==> src/rtl/add_nrsr.sv <==
// Horizontal 3-tap noise reduction followed by unsharp detail restore on the sensor pixel bus.
// Latency: 3 clk_72m cycles for every field. Backpressure: none, one pixel accepted per cycle.
`timescale 1ns/1ps

package fe_sens_pkg;
    localparam int FE_DW = 12;

    typedef struct packed {
        logic             vs;
        logic             hs;
        logic             de;
        logic [FE_DW-1:0] pix;
    } fe_sens_bus_t;
endpackage

module add_nrsr
    import fe_sens_pkg::*;
#(
    parameter int DW      = FE_DW,
    parameter bit NR_EN   = 1'b1,
    parameter int SR_GAIN = 2
) (
    input  logic         clk_72m,
    input  logic         xreset,
    input  fe_sens_bus_t sens_bus_in,
    output fe_sens_bus_t sens_bus_out
);

    // Gain is in quarter units; out-of-range settings saturate to 0..7.
    localparam int              GAIN   = (SR_GAIN < 0) ? 0 : ((SR_GAIN > 7) ? 7 : SR_GAIN);
    localparam int              PW     = DW + 4;
    localparam logic signed [4:0] GAIN_S = 5'(GAIN);

    fe_sens_bus_t s0;
    fe_sens_bus_t s1;
    logic         s2_de;
    logic [DW-1:0] s2_pix;

    logic [DW-1:0]        pix_l;
    logic [DW-1:0]        pix_c;
    logic [DW-1:0]        pix_r;
    logic [DW+1:0]        sum;
    logic [DW-1:0]        nr;
    logic signed [DW:0]   d;
    logic signed [PW-1:0] prod;
    logic signed [PW-1:0] t;
    logic signed [PW-1:0] y;
    logic [DW-1:0]        pix_y;
    logic                 unused_rnd;

    // Neighbours outside the active line are replaced by the centre pixel.
    always_comb begin
        pix_c = s1.pix;
        pix_l = s2_de ? s2_pix : s1.pix;
        pix_r = s0.de ? s0.pix : s1.pix;
        sum   = {2'b00, pix_l} + {1'b0, pix_c, 1'b0} + {2'b00, pix_r} + (DW+2)'(2);
        nr    = NR_EN ? sum[DW+1:2] : pix_c;
    end

    assign unused_rnd = ^sum[1:0];

    // Detail term: floor((c - nr) * gain / 4), added back onto the smoothed value.
    always_comb begin
        d    = $signed({1'b0, pix_c}) - $signed({1'b0, nr});
        prod = PW'(d) * PW'(GAIN_S);
        t    = prod >>> 2;
        y    = PW'($signed({1'b0, nr})) + t;
    end

    always_comb begin
        pix_y = y[DW-1:0];
        if (y[PW-1]) begin
            pix_y = '0;
        end else if (|y[PW-2:DW]) begin
            pix_y = '1;
        end
    end

    // xreset deassertion is expected to be aligned to clk_72m by the reset generator.
    always_ff @(posedge clk_72m or negedge xreset) begin
        if (!xreset) begin
            s0           <= '0;
            s1           <= '0;
            s2_de        <= 1'b0;
            s2_pix       <= '0;
            sens_bus_out <= '0;
        end else begin
            s0               <= sens_bus_in;
            s1               <= s0;
            s2_de            <= s1.de;
            s2_pix           <= s1.pix;
            sens_bus_out.vs  <= s1.vs;
            sens_bus_out.hs  <= s1.hs;
            sens_bus_out.de  <= s1.de;
            sens_bus_out.pix <= s1.de ? pix_y : '0;
        end
    end

endmodule

==> config.mk <==
export PLATFORM = sky130hd
export DESIGN_NAME = add_nrsr
export DESIGN_NICKNAME = d
export VERILOG_FILES = /design/src/rtl/add_nrsr.sv
export SDC_FILE = /design/constraint.sdc
export NUM_CORES = 1
export LEC_CHECK = 0
export BUFFER_PORTS_ARGS = -buffer_cell sky130_fd_sc_hd__buf_4
export CAP_MARGIN = 20
export CORE_MARGIN = 5
export CORE_UTILIZATION = 30
export DETAILED_ROUTE_END_ITERATION = 8
export MAX_ROUTING_LAYER = met4
export SLEW_MARGIN = 20
export SYNTH_ARGS = -nofsm -noshare
export SYNTH_HDL_FRONTEND = slang
export SYNTH_SLANG_ARGS = --single-unit
==> constraint.sdc <==
create_clock -name clk_72m -period 9.4 [get_ports clk_72m]
set_input_delay 0 -clock clk_72m [delete_from_list [all_inputs] [get_ports clk_72m]]
set_output_delay 0 -clock clk_72m [all_outputs]
set_load 0.005 [all_outputs]
; ---- Yosys cells after proc, flatten, opt, wreduce, memory -nomap -nowiden
; Cells that the tools add are included.
[word_totals]
inputBits = 17
regBits = 57
word_cells = 24
[classes]
reduce_logical = 1
addsub = 5
n_mux = 5
[op_table]
columns = operator, n
row1 = 12-bit two-way mux, 5
row2 = 12-bit by 13-bit adder with 14-bit output, 1
row3 = 13-bit by 12-bit adder with 14-bit output, 1
row4 = 14-bit by 12-bit adder with 14-bit output, 1
row5 = 14-bit by 2-bit adder with 14-bit output (second input constant), 1
row6 = 12-bit by 12-bit subtractor with 13-bit output, 1
row7 = 3-bit OR reduction, 1

; ---- Depth between registers and ports, before layout
; Gate-level depths: netlist of the first run.
[depth]
depth_word = 10
depth_mapped = 37
mapped_depth_nobuf = 35

; ---- Worst setup path after synthesis of the first run
; Ideal clock, no wire load.
[synth_timing]
path_kind = reg2reg
from = reg s0[12] (netlist name)
to = reg sens_bus_out[10] (netlist name)
stages_incl_launch_ff = 29
arrival_time_ns = 6.761
setup_slack_ns = 2.574
path_buffers = 3
setup_time_ns = 0.065
path_cell_list = dfrtp_1 > buf_2 > clkbuf_1 > mux2_2 > fa_1 > ha_1 > a2111oi_0 > o21ai_1 > nand2_1 > nand2_1 > a21oi_1 > xnor2_1 > inv_1 > ha_1 > nor4_1 > a31oi_1 > maj3_2 > maj3_1 > maj3_1 > a21oi_1 > xnor2_1 > ha_1 > or2_2 > a311oi_1 > a211oi_1 > or4b_1 > buf_2 > o31ai_1 > o21a_1
[synth_via]
elab_chain_cells = 9
[synth_rtl]
columns = item, line
row1 = from (decl), 34  ; fe_sens_bus_t s0;
row2 = from (signal assigned), 88  ; s0 <= sens_bus_in;
row3 = 12-bit two-way mux *, 55  ; pix_r = s0.de ? s0.pix : s1.pix;
row4 = 14-bit by 12-bit adder with 14-bit output *, 56  ; sum = {2'b00, pix_l} + {1'b0, pix_c, 1'b0} + {2'b00, pix_r} + (DW+2)'(2);
row5 = 14-bit by 2-bit adder with 14-bit output *, 56
row6 = 12-bit by 12-bit subtractor with 13-bit output, 64  ; d = $signed({1'b0, pix_c}) - $signed({1'b0, nr});
row7 = 13-bit by 12-bit adder with 14-bit output *, 67  ; y = PW'($signed({1'b0, nr})) + t;
row8 = 3-bit OR reduction, 74  ; end else if (|y[PW-2:DW]) begin
row9 = 12-bit two-way mux, 74
row10 = 12-bit two-way mux *, 72  ; if (y[PW-1]) begin
row11 = 12-bit two-way mux *, 95  ; sens_bus_out.pix <= s1.de ? pix_y : '0;
row12 = to (decl), 26  ; output fe_sens_bus_t sens_bus_out
; Every way passes the cells marked *; elsewhere a longest branch is shown, timed or not.

==> results of run 1 <==
==> path summary, 6_finish.rpt <==
kind,end,depth (start not counted),slack [ps],startpoint
min in group clk_72m,s0[14],2,310,sens_bus_in[14]
worst min-delay path,s1[13],2,260,xreset
max in group asynchronous,sens_bus_out[1],2,8660,xreset
worst max-delay path,sens_bus_out[11],30,1810,sens_bus_out[12]
worst min register to register,s1[13],0,350,s0[13]
worst max register to register,sens_bus_out[11],30,1810,sens_bus_out[12]
==> cells by family (layout without fill, tap and decap cells) <==
kind of cell | Yosys count | after routing | synth area share, %
adder cells (fa/ha/maj) | 47 | 47 | 16.6
multiplexers | 23 | 23 | 6.23
buffers and inverters | 33 | 88 | 3.24
AO/OA/AOI/OAI | 113 | 113 | 19.4
XOR/XNOR | 29 | 29 | 6.27
AND/OR/NAND/NOR | 98 | 98 | 13.1
flip-flops | 57 | 57 | 35.2
==> metal layers <==
layer  part of all wire, %  global-route usage, %  routed length [um]  up-vias
li1                      -                      -                   -     1548
met1                    50                   15.4                4090     1435
met2                    44                   17.1                3650       53
met3                   5.1                   2.50                 419        2
met4                  0.69                   3.97                  57        0
met5                     0                      -                   0        -
==> metrics by stage <==
step | area (sq um) | utilization, % | hold WS [ps]
after CTS | 4910 | 37.0 | 282
after floorplan | 4050 | - | -296
after global routing | 4910 | 37.0 | 312
after detailed placement | 4470 | 33.8 | 100
after global placement | 4470 | 33.8 | 102
final | 4910 | 37.0 | 264
==> final cells by class <==
class	instances	area (sq um)	share of cell area (%)
clock buffers	9	225	4.59
clock inverters	7	47.5	0.969
inverters	24	90.1	1.84
multi-input cells	310	2500	50.9
flip-flops and latches	57	1430	29.1
well taps	176	220	4.49
repair buffers	48	400	8.16
==> cells in the mapped netlist (4+ instances only) <==
cell      instances  area, sq um
clkbuf_1          5         18.8
ha_1             32          400
nor3_1            8         40.0
nor2_1           24         90.1
mux2i_1           5         50.1
a21o_1            7         52.6
nand3b_1          8         60.1
mux2_2           18          203
o21ai_0          23          115
a31oi_1          13         81.3
dfrtp_1          57         1430
xor2_1            9         78.8
xnor2_1          20          175
a21oi_1          22          110
nand3_1           4         20.0
fa_1             12          240
nand2b_1          7         43.8
a211oi_1          6         45.0
inv_1            23         86.3
nand2_1          20         75.1
or3_1             4         25.0
o21a_1            9         67.6
o21bai_1          4         30.0
nor2b_1           5         31.3
==> state kept, by name, indices dropped and copies added, names as in the netlist <==
name          cells
s0               15
sens_bus_out     15
pix_c            12
s2_pix           12
s1                3
==> what timing repair did <==
action,4_1_cts,5_1_grt
setup buffers,0,0
hold buffers,16,0
hold endpoints to repair,72,0
endpoints found under the setup margin,0,0
==> impl_metrics.yaml, run 1 <==
outcome:
  status: "finished, final reports clean"
sta:
  rsz0062_at_grt: "false"
  clock_skew_ps: 11.9
  finalMaxSlewViolations: 0
  finalSetupViolations: 0
  fin_crit_sh_pct: 80.8
  layout_setup_ws_ps: 1810
  fin_setup_tns_ps: 0
  slew_headroom_pct: 51.2
  hold_viol: 0
  max_clock_freq_mhz: 132
  period_minus_slack_ps: 7590
  tightest_slew_ps: 727
cells_and_area:
  area_delta_synth_final_pct: 21.0
  fin_nets: 511
  n_fill_cell: 1315
  mostFrequentLayoutCell: "dfrtp_1"
  finalNonFillerCells: 631
  num_antenna_cells: 0
  layout_common_cells: "dfrtp_1, ha_1, buf_4"
  drive_gt1_share_pct: 17.8
routing:
  firstDrtPassIters: 4
  vias_per_cell: 4.81
  drt-initial-drc-count: 163
  drc: 0
  wl_per_cell_um: 13.0
  antenna_left: 0
  wirelength_um: 8220
  num_vias: 3038
logic_synthesis:
  yosys_warnings: 0
  syn_nets: 461
  synth_cell_types: 63
  yosys_register_bits: 57
  yosysSeqAreaShare_pct: 35.2
  synth_cells: 400
  synthFlopType: "dfrtp_1"
  synth_area_per_cell_sq_um: 10.1
  synth_edf_count: 0
  syn_area_sq_mm: 0.00405
  async_flop_share_pct: 100
die:
  dieWidth_um: 126
  die_h_um: 126
  num_rows: 42
  io_pins: 32
  start_util_pct: 30.6
  dieArea_sq_mm: 0.0159
  core_area_sq_mm: 0.0132
worst_setup_path:
  max_stage_delay_ps: 740
  cp.arrival_ps: 7850
  end_kind: "flip-flop"
  critPathBufInv: 1
  crit_family: "compound AO/OA/AOI/OAI gates"
  worstPathRequired_ps: 9660
  path_common_cell: "nor2_1"
  path_max_fanout: 15
  critical_path_class: "reg -> reg"
  cp_slowest_cell: "dfrtp_1"
  critPathLaunchType: "flip-flop"
global_routing:
  grt_max_degree: 58
  track_usage_pct: 11.4
  antenna_found_initial: 0
  grt_pass1_wl_um: 14500
  grt_pass1_vias: 3101
  overflow: 0
cts:
  clockBufferDepth: 2
  clk-insertion-delay-late_ps: 330
  cts-root-buf: "clkbuf_16"
  numClockSinks: 57
  cts_resized: 0
  cts_tree: "built"
  clkTransAtPathRegs_ps: 50
  cts_made_buffers: 9
  htree_levels: 3
placement:
  portBuffers: 31
  gp_congestion: 0.841
  post-place-ws_ps: 1860
  dpl.cell_count: 599
  hpwl_um: 6260
job:
  drv_cap: 0
worst_hold_path:
  worstHoldPathType: "in -> async"
Power of run 1 is not shown: default switching activity piles up to over one toggle a cycle in this logic, so the estimate is an artifact.
==> run 2: changes to the inputs <==
Clock period 9.4 ns to 7.53 ns, I/O delays scaled along.
==> run 2 against run 1 <==
  * First-iteration DRC count increased by 25%
  * Clock skew hardly changed
  * Setup slack lost 1300 ps
  * Die area did not move
  * Final cell count grew 0.32%
  * Highest routed layer unchanged
  * Register-to-register slack got worse by 1300 ps
  * Worst hold slack improved by 3.0 ps
  * Wire length up 5.1%
  * Via count rose by 1.9%
  * Non-clock buffer count is 2 higher
  * Sequential share of layout area down 0.32 points
  * Maximum frequency rose by 8.3%
==> impl_metrics.yaml, run 2 (synthesis gave the netlist of run 1 again) <==
sta:
  period_minus_slack_ps: 7010
  fin_setup_tns_ps: 0
  slew_headroom_pct: 52.9
  hold_viol: 0
  max_clock_freq_mhz: 143
  finalMaxSlewViolations: 0
  fin_crit_sh_pct: 93.1
  clock_skew_ps: 11.6
  tightest_slew_ps: 706
  rsz0062_at_grt: "false"
  finalSetupViolations: 0
placement:
  gp_congestion: 0.884
  place_area_sq_mm: 0.00449
  dpl.cell_count: 601
  hpwl_um: 6440
  portBuffers: 31
cells_and_area:
  mostFrequentLayoutCell: "dfrtp_1"
  num_antenna_cells: 0
  fin_nets: 513
  layout_common_cells: "dfrtp_1, buf_4, ha_1"
  n_fill_cell: 1324
  design_area_sq_mm: 0.00497
  fin_util_pct: 37.5
  regArea_sq_mm: 0.00143
  reg_top3: "s0: 15 flops, sens_bus_out: 15 flops"
  finalNonFillerCells: 633
  area_delta_synth_final_pct: 22.6
  drive_gt1_share_pct: 20.1
  multi_input_area_sq_mm: 0.00254
job:
  drv_cap: 0
worst_setup_path:
  critical_path_class: "reg -> reg"
  path_common_cell: "nor2_1"
  cp_slowest_cell: "or4b_4"
  cp.arrival_ps: 7290
  critPathLaunchType: "flip-flop"
  worstPathRequired_ps: 7800
  end_kind: "flip-flop"
  max_stage_delay_ps: 580
  path_max_fanout: 10
die:
  die_h_um: 126
  num_rows: 42
  start_util_pct: 30.6
  core_area_sq_mm: 0.0132
  dieArea_sq_mm: 0.0159
  dieWidth_um: 126
  io_pins: 32
routing:
  wirelength_um: 8640
  wl_per_cell_um: 13.6
  drc: 0
  num_vias: 3097
  vias_per_cell: 4.89
  antenna_left: 0
  drt-initial-drc-count: 204
  firstDrtPassIters: 4
cts:
  numClockSinks: 57
  htree_levels: 3
  cts_made_buffers: 9
  cts-root-buf: "clkbuf_16"
  clk-insertion-delay-late_ps: 330
  clkTransAtPathRegs_ps: 60
  clockBufferDepth: 2
  cts_tree: "built"
global_routing:
  track_usage_pct: 11.9
  antenna_found_initial: 0
  grt_pass1_vias: 3189
  grt_pass1_wl_um: 15200
  overflow: 0
  grt_max_degree: 58
worst_hold_path:
  worstHoldPathType: "in -> async"
outcome:
  status: "finished, final reports clean"
-- run 2: cell types whose count changed in the layout (fill, tap and decap cells not counted), sizes merged --
cell,previous run,this run
buf,32,34
clkinvlp,2,3
clkinv,6,3
inv,23,25
-- run 2: metal layers --
metal	global-route usage, %	up-vias	part of all wire [%]
met3	3.05	10	3.9
met4	3.60	0	1.6
li1	-	1555	-
met5	-	-	0
met1	15.4	1475	48
met2	18.6	57	46
-- run 2: worst paths after layout --
| path | slack [ps] | end | depth (start not counted) | start |
|---|---|---|---|---|
| max | 520 | sens_bus_out[10] | 30 | sens_bus_out[12] |
| min | 270 | sens_bus_out[14] | 2 | xreset |
| max reg2reg | 520 | sens_bus_out[10] | 30 | sens_bus_out[12] |
| min reg2reg | 350 | s1[13] | 0 | s0[13] |
| max in group asynchronous | 6760 | sens_bus_out[12] | 2 | xreset |
| min in group clk_72m | 310 | s0[0] | 2 | sens_bus_in[0] |
-- run 2: through the flow --
step / hold slack, ps / worst slack [ps]
final: 267 / 517
after global routing: 299 / 19.1
after CTS: 295 / 289
after detailed placement: 111 / 315
after global placement: 104 / 421
after floorplan: -296 / 704
-- run 2: repair_timing --
action	in CTS	in global routing
hold endpoints to repair	72	0
resized for setup	0	11
hold buffers	16	0
endpoints found under the setup margin	0	12
buffers inserted	0	0
-- run 2: final cells by class --
type | instances | area share (%)
multi-input cells | 310 | 51.0
flip-flops and latches | 57 | 28.8
repair buffers | 50 | 8.36
clock buffers | 9 | 4.53
well taps | 176 | 4.43
inverters | 24 | 1.81
clock inverters | 7 | 1.08
-- run 2: critical path, delay by kind of cell, from the launching register on --
| family | cells | cell delay (ps) |
|---|---|---|
| adder cells (fa/ha/maj) | 7 | 2530 |
| AND/OR/NAND/NOR | 10 | 1750 |
| buffers and inverters | 1 | 80 |
| AO/OA/AOI/OAI | 9 | 1520 |
| multiplexers | 1 | 370 |
| flip-flops | 1 | 430 |
| XOR/XNOR | 2 | 280 |
Power of run 2 is left out for the same reason.
==> run 3: changes to the inputs <==
Clock period 7.53 ns to 7.7 ns, I/O delays scaled along.
==> run 3 against run 2 <==
  * Die area unchanged
  * Non-clock buffer count is 1 lower
  * Utilization grew 0.14 points
  * Setup slack better by 86 ps
  * Maximum frequency is 1.2% lower
  * Critical path type unchanged
  * Largest cell class unchanged
  * Highest routed layer unchanged
==> impl_metrics.yaml, run 3 (synthesis gave the netlist of run 1 again) <==
routing:
  wirelength_um: 8580
  num_vias: 3074
  drc: 0
  vias_per_cell: 4.86
  wl_per_cell_um: 13.6
  antenna_left: 0
  drt-initial-drc-count: 167
  firstDrtPassIters: 4
die:
  dieArea_sq_mm: 0.0159
  io_pins: 32
  num_rows: 42
  dieWidth_um: 126
  die_h_um: 126
  core_area_sq_mm: 0.0132
  start_util_pct: 30.6
global_routing:
  track_usage_pct: 11.7
  grt_max_degree: 58
  grt_pass1_wl_um: 15000
  antenna_found_initial: 0
  overflow: 0
  grt_pass1_vias: 3139
placement:
  gp_congestion: 0.832
  hpwl_um: 6420
  portBuffers: 31
cts:
  htree_levels: 3
  clkTransAtPathRegs_ps: 60
  clk-insertion-delay-late_ps: 330
  cts_tree: "built"
  cts_made_buffers: 9
  cts-root-buf: "clkbuf_16"
  clockBufferDepth: 2
  post_cts_buffers: 0
  numClockSinks: 57
worst_setup_path:
  end_kind: "flip-flop"
  critPathLaunchType: "flip-flop"
  worstPathRequired_ps: 7960
  critical_path_class: "reg -> reg"
  path_max_fanout: 15
  cp.arrival_ps: 7360
cells_and_area:
  reg_top3: "s0: 15 flops, sens_bus_out: 15 flops"
  area_delta_synth_final_pct: 23.1
  mostFrequentLayoutCell: "dfrtp_1"
  fin_nets: 512
  fin_util_pct: 37.7
  layout_common_cells: "dfrtp_1, buf_4, ha_1"
  num_antenna_cells: 0
  drive_gt1_share_pct: 19.7
job:
  drv_cap: 0
sta:
  max_clock_freq_mhz: 141
  slew_headroom_pct: 52.8
  fin_crit_sh_pct: 92.2
  tightest_slew_ps: 708
  finalSetupViolations: 0
  clock_skew_ps: 12.5
  rsz0062_at_grt: "false"
  fin_setup_tns_ps: 0
  hold_viol: 0
  period_minus_slack_ps: 7100
  finalMaxSlewViolations: 0
outcome:
  status: "finished, final reports clean"
worst_hold_path:
  worstHoldPathType: "in -> async"
[run 3: critical path, cell delays in order (launching register included)]
cell and delay, ps:
dfrtp_4 540, mux2_2 370, fa_1 460, ha_1 370
a2111oi_0 450, o21ai_1 190, nand2_1 160, nand2_1 90
a21oi_1 190, xnor2_1 180, inv_1 70, ha_1 220
nor4_1 300, a31oi_1 170, maj3_2 410, maj3_1 380
maj3_1 350, a21oi_1 180, xnor2_1 90, ha_1 210
or2_2 320, a311oi_2 250, a211oi_2 180, or4b_4 580
o31ai_1 130, o21a_1 180
[run 3: layout make-up]
type / count / area (sq um)
clock buffer: 9 / 225
clock inverter: 7 / 85.1
fill: 1319 / 8250
inverter: 24 / 90.1
multi-input combinational: 310 / 2530
sequential: 57 / 1430
tap: 176 / 220
timing repair buffer: 49 / 408
[run 3: timing repair]
item	in CTS	in global routing
hold buffers	16	0
resized for setup	0	11
setup endpoints to repair	0	12
endpoints found under the hold margin	72	0
[run 3: stage by stage]
step / hold slack (ps) / setup WS [ps] / instances / area (sq um)
final: 266 / 603 / 632 / 4990
after global routing: 304 / 39.9 / 632 / 4990
after CTS: 302 / 230 / 632 / 4950
after floorplan: -296 / 874 / 400 / 4050
after detailed placement: 110 / 254 / 600 / 4480
after global placement: 95.9 / 466 / 600 / 4480
[run 3: per-layer routing]
| metal | routed length [um] | share of wire, % | GRT usage (%) |
|---|---|---|---|
| met1 | 4180 | 49 | 15.6 |
| met2 | 3870 | 45 | 17.8 |
| met3 | 422 | 4.9 | 2.84 |
| met4 | 106 | 1.2 | 3.22 |
| met5 | 0 | 0 | - |
[run 3: path summary, 6_finish.rpt]
kind | slack (ps) | startpoint | cells past startpoint | end
worst min-delay path | 270 | xreset | 2 | s0[2]
worst min register to register | 350 | s0[13] | 0 | s1[13]
worst max register to register | 600 | sens_bus_out[12] | 25 | sens_bus_out[9]
max in group asynchronous | 6900 | xreset | 2 | sens_bus_out[12]
min in group clk_72m | 310 | sens_bus_in[0] | 2 | s0[0]
worst max-delay path | 600 | sens_bus_out[12] | 25 | sens_bus_out[9]
Power of run 3 is left out for the same reason.
